--- src/rtl/bus_share_arbiter.sv ---
// Round-robin arbiter for a shared tri-state word bus: registered one-hot
// grant (drives buffer enables), encoded owner index, one-cycle turnaround
// gap between owners, and a per-tenure hold limit that lock can override.
module bus_share_arbiter #(
  parameter int unsigned requester_num = 4,
  parameter int unsigned max_hold      = 8
) (
  input  logic                             clk,
  input  logic                             reset,
  input  logic [requester_num-1:0]         req,
  input  logic [requester_num-1:0]         lock,
  output logic [requester_num-1:0]         grant,
  output logic [$clog2(requester_num)-1:0] grant_idx,
  output logic                             busy,
  output logic                             preempt
);

  localparam int unsigned IDX_W = $clog2(requester_num);
  localparam int unsigned CNT_W = $clog2(max_hold + 1);

  typedef enum logic [1:0] {IDLE, GRANT, TURN} state_t;

  state_t                   state, state_n;
  logic [IDX_W-1:0]         ptr, ptr_n, idx_n, pick, ptr_after;
  logic                     pick_vld;
  logic [CNT_W-1:0]         hold_cnt, hold_n;
  logic [requester_num-1:0] grant_n, others;
  logic                     preempt_n;

  assign busy      = (state != IDLE);
  assign others    = req & ~grant;
  assign ptr_after = (grant_idx == IDX_W'(requester_num - 1)) ? '0 : grant_idx + 1'b1;

  // First requester at or above the pointer, wrapping at requester_num rather than 2^IDX_W.
  always_comb begin
    int unsigned cand;
    cand     = 0;
    pick     = '0;
    pick_vld = 1'b0;
    for (int unsigned i = 0; i < requester_num; i++) begin
      cand = 32'(ptr) + i;
      if (cand >= requester_num) cand = cand - requester_num;
      if (!pick_vld && req[IDX_W'(cand)]) begin
        pick     = IDX_W'(cand);
        pick_vld = 1'b1;
      end
    end
  end

  // Next-state, grant, pointer and hold-counter decisions.
  always_comb begin
    state_n   = state;
    grant_n   = grant;
    idx_n     = grant_idx;
    ptr_n     = ptr;
    hold_n    = hold_cnt;
    preempt_n = 1'b0;
    unique case (state)
      IDLE, TURN: begin
        if (pick_vld) begin
          grant_n       = '0;
          grant_n[pick] = 1'b1;
          idx_n         = pick;
          hold_n        = CNT_W'(1);
          state_n       = GRANT;
        end else begin
          state_n = IDLE;
        end
      end
      GRANT: begin
        if (!req[grant_idx]) begin
          grant_n = '0;
          ptr_n   = ptr_after;
          state_n = TURN;
        end else if (!lock[grant_idx] && hold_cnt == CNT_W'(max_hold) && |others) begin
          grant_n   = '0;
          ptr_n     = ptr_after;
          preempt_n = 1'b1;
          state_n   = TURN;
        end else if (hold_cnt != CNT_W'(max_hold)) begin
          hold_n = hold_cnt + 1'b1;
        end
      end
      default: state_n = IDLE;
    endcase
  end

  // State and output registers; async reset drops the grant immediately.
  always_ff @(posedge clk or negedge reset) begin
    if (!reset) begin
      state     <= IDLE;
      grant     <= '0;
      grant_idx <= '0;
      ptr       <= '0;
      hold_cnt  <= '0;
      preempt   <= 1'b0;
    end else begin
      state     <= state_n;
      grant     <= grant_n;
      grant_idx <= idx_n;
      ptr       <= ptr_n;
      hold_cnt  <= hold_n;
      preempt   <= preempt_n;
    end
  end

endmodule

--- config.mk ---
export PLATFORM = sky130hd
export DESIGN_NAME = bus_share_arbiter
export DESIGN_NICKNAME = d
export VERILOG_FILES = /design/src/rtl/bus_share_arbiter.sv
export SDC_FILE = /design/constraint.sdc
export NUM_CORES = 1
export LEC_CHECK = 0
export ABC_AREA = 1
export CORE_MARGIN = 4
export CORE_UTILIZATION = 53
export DETAILED_ROUTE_END_ITERATION = 6
export PLACE_DENSITY = 0.79
export RECOVER_POWER = 50
export SLEW_MARGIN = 10
export SYNTH_ARGS = -nofsm -noshare
export SYNTH_HDL_FRONTEND = slang
export SYNTH_SLANG_ARGS = --single-unit
--- constraint.sdc ---
create_clock -name clk -period 1.9 [get_ports clk]
set_input_delay 0.285 -clock clk [delete_from_list [all_inputs] [get_ports clk]]
set_output_delay 0.285 -clock clk [all_outputs]
set_load 0.01 [all_outputs]
### Yosys cells after proc, flatten, opt, wreduce, memory -nomap -nowiden

Cells that the tools add are included.

* flip-flop bits (word level): 15
* input port bits: 10
* output and inout port bits: 8

* add/sub/neg operators: 9
* $lt $le $gt $ge: 11
* equal/unequal tests: 11
* multiplexer cells: 45
* bitwise logic cells: 2
* reduce and logical (&&, ||, !) cells: 19

Operator list (number)
* 4-bit 2-to-1 mux: 7
* 2-bit 2-to-1 mux: 13
* 2-bit by 3-bit less-than comparator with 1-bit output (second input constant): 6
* 4-bit case mux with 2 select lines: 2
* 1-bit 2-to-1 mux: 15
* 1-bit binary-select mux with 2-bit select: 6
* 3-bit >= comparator (second input constant): 3
* 2-bit inequality test (second input constant): 4
* 2-bit by 1-bit subtractor with 2-bit output (second input constant): 4
* 2-bit by 2-bit adder with 3-bit output (second input constant): 2
* 1-bit logical AND: 6
* 5-bit AND reduction: 1
* 4-bit by 1-bit adder with 4-bit output (second input constant): 1
* 4-bit bitwise AND: 1
* 2-bit equality test (second input constant): 2
* 4-bit equality test (second input constant): 1
* 1-bit logical NOT: 4
* 4-bit inequality test (second input constant): 1
* 4-bit inverter: 1
* 2-bit case mux with 2 select lines: 1
* 2-bit AND reduction: 2
* 2-bit nonzero test: 2
* 4-bit OR reduction: 1
* 2-bit by 1-bit adder with 3-bit output (second input constant): 1
* 10 further kinds: 10

### Logic depth before layout (Yosys ltp)

* word-level depth: 20
* mapped depth: 12

### Worst setup path after synthesis

Ideal clock, no wire load.

* path kind: register -> register
* start point: reg ptr[0]
* end point: reg grant[2]
* library setup time: 0.118 ns
* data arrival time: 1.347 ns
* data required time: 1.782 ns
* setup slack: 0.435 ns
* cell stages (with the launch flop): 12
* path buffers: 1
* cells stage by stage: dfrtp_1 buf_4 nand2_1 nand2_1 nand2_1 nand2_4 nor2_8 nand3b_4 nand2_4 inv_2 nand3_1 nand2_1

* cells in the longest elaborated chain, start to end: 20
* elaborated cells on any way between the ends: 46
* classes of those cells: add/sub (7); order compare (6); eq/ne (1); mux (24); reduce/logical (8)

Ends and longest elaborated chain
* start: declaration: line 24 `logic [IDX_W-1:0] ptr, ptr_n, idx_n, pick, ptr_after;`
* start signal: assignment: line 101 `ptr <= ptr_n;`
* branches (longest 20 deep; another with 2-bit by 1-bit adder with 3-bit output)
* end signal: assignment: line 99 `grant <= grant_n;`
* end: declaration: line 12 `output logic [requester_num-1:0] grant,`

Several ways; the timed one is not identified. The select of a mux whose other input is x is not followed.
A chain may end at the register's enable or synchronous reset.

### Worst setup path in the final report

* start point: reg state[0]
* end point: out busy

* cells in the longest elaborated chain, start to end: 1

Ends and longest elaborated chain
* start: declaration: line 23 `state_t state, state_n;`
* start signal: assignment: line 98 `state <= state_n;`
* 2-bit nonzero test: line 30 `assign busy = (state != IDLE);`
* end: declaration: line 14 `output logic busy,`

Every way passes these cells.

==> reports/results.tsv <==
metric	value	unit
status	completed	
register area share after synthesis	0.3188	
Worst Setup SP	state[0]	
number of synthesized flops with an enable pin	0	
final setup vio count	0	
Startpoint Class	flop	
pin count of the biggest net entering global routing	16	
ys async rst share	1.000	
Post-Syn Area	1177	um2
gp weighted congestion	0.8053	
Synth cell types	27	
HPWL after DPL	2042	um
worst r2r path cells	12	
# DRC	0	
Antenna Cells	0	
Clk Latency, worst-skew pair	0.29	ns
Synth Instances	169	
Slew Viols, Final	0	
R2R Path Start	hold_cnt[0]	
register bit total from synthesis	15	
area leader, netlist	dfrtp_1	
mean area per synthesized cell	6.967	um2
DR iter-0 viols	34	
CTS tree	done	
Die X	55.13	um
die area	3039	um2
count leader, synth	nand2_1	
maximum clock insertion buffer count	2	
hold buffer count at cts	0	
Layout Skew	0.008558	ns
total gr overflow	0	
Syn Nets	182	
worst relative slew slack	0.5693	
Worst VDD drop	1008	uV
layout cells sized above 1	0.1270	
I/O Buffers	17	
Worst Slack Setup Final	0.1723	ns
setup_tns	0	ns
met1 global-route usage	0.2730	
leak pwr	0.7629	nW
total clock sinks	15	
first-pass GRT wire length	4319	um
Pwr Total	2.392	mW
Via density	5.162	
minimum clock period	1.728	ns
worst slew pin tran	0.6439	ns
Num CTS Buffers	3	
crit path capture type	output pin	
Die H	55.13	um
post-CTS setup buffers	0	
met3 usage in global routing	0.01609	
ys flop type	dfrtp_1	
vias in the first global route	1026	
Reg clk slew, reported paths	0.10	ns
Layout area overhead	19.13	%
Critical Path Fanout Max	5	
met2 Track Usage GR	0.3169	
worst min-delay path class	input port to asynchronous set/reset pin	
Worst Setup EP	busy	
maximum clock rate	578.8	MHz
Placed Cells	212	
PwrDens	1705	nW/um2
H-tree levels	1	
CP Class	flop to output pin	
initial antenna violation count	0	
Final nets	203	
Core ar.	2042	um2
antenna viol nets, final	0	
pre-CTS setup slack	-0.01651	ns
fin crit share	0.9093	
final hold vios	0	
total wire length	2547	um
I/O Pins	18	
Tot GR Track Use	0.1957	
Ys Warns	0	
Via Count	1115	
Routed WL per cell	11.79	um
Worst Path Required	1.62	ns
most used routing layer	met2	
initial cell density of the core	0.5766	
RSZ-0062 raised after global routing	false	
list of most frequent post-synthesis cells	65 x nand2_1, 18 x nand3_1, 17 x inv_1	
# rows	16	
Post-CTS Resized	0	
MaxCap Viol Count	0	
Clock Root Buffer	clkbuf_4	
data arrival time of the worst path	1.44	ns
top cell type's share of synthesized area	0.3188	
largest cells by area after synthesis	dfrtp_1 32%, nand2_1 21%, nand3_1 7.7%, nand2_4 5.7%, inv_1 5.4%	
Reg2Reg Setup Slack	0.18	ns
Detailed Routing Iterations Pass 1	4	
non-filler cells, final	216	
reg-to-reg endpoint	ptr[1]	
FILL cells	177	
## cells in the final DEF, fill, tap and decap left out, types with 4 or more instances in the layout
cell type         n
nor2_1            7
nand2_1          65
dfrtp_1          15
nand2_4           6
o21ai_0           5
nand3_1          18
inv_2             4
dlygate4sd3_1     4
inv_1            17
clkdlybuf4s50_1  13
nand2_2           4
## metrics by stage
stage                     utilization  hold WS (ns)  cell area, um2
after floorplan                     -      -0.01059            1177
after global placement         0.6740        0.5045            1376
after detailed placement       0.6740        0.5164            1376
after CTS                      0.6869        0.4147            1403
after global routing           0.6869        0.5229            1403
final                          0.6869        0.4456            1403
## metal layers
metal  routed length [um]  up-vias  share of wire
met5                    0        -              0
met4                   38        0          0.015
met3                  100        9          0.039
met2                 1141       26           0.45
met1                 1268      502           0.50
li1                     -      578              -
## registers in the layout, summed over array words and instances (netlist names)
register / flops
hold_cnt: 4
preempt: 1
grant: 4
ptr: 2
state: 2
grant_idx: 2
## cell families after synthesis
group	share of synthesized area
AND/OR/NAND/NOR	0.4623
adder cells (fa/ha/maj)	0.03188
AO/OA/AOI/OAI	0.09458
buffers and inverters	0.07757
flip-flops	0.3188
XOR/XNOR	0.01488
## power by group
part / switching, mW / total, mW / internal, mW
sequential: 0.125 / 0.562 / 0.437
combinational: 1.02 / 1.64 / 0.616
clock: 0.109 / 0.190 / 0.0818
## worst max-delay path, stage by stage, from the launching register on
cell and delay (ns):
dfrtp_1 0.37, inv_1 0.20, nand2_1 0.11, clkdlybuf4s50_1 0.48
## area by class of cell
class | count | area, um2 | share of cell area
tap | 27 | 33.78 | 0.02409
clock buffer | 4 | 26.28 | 0.01873
inverter | 21 | 78.83 | 0.05620
multi-input combinational | 131 | 710.7 | 0.5067
sequential | 15 | 375.4 | 0.2676
timing repair buffer | 18 | 177.7 | 0.1267
## worst min path at each step
| stage | start | end | slack, ns | depth (start not counted) |
|---|---|---|---|---|
| floorplan | reset | grant[0] | -0.01 | 0 |
| global placement | hold_cnt[1] | hold_cnt[1] | 0.50 | 2 |
| detailed placement | ptr[0] | ptr[0] | 0.52 | 2 |
| CTS | reset | grant_idx[1] | 0.41 | 1 |
| global route | reset | grant_idx[1] | 0.52 | 1 |
| finish | reset | grant_idx[1] | 0.45 | 1 |
Note: power is estimated with default switching activity, not from simulation.
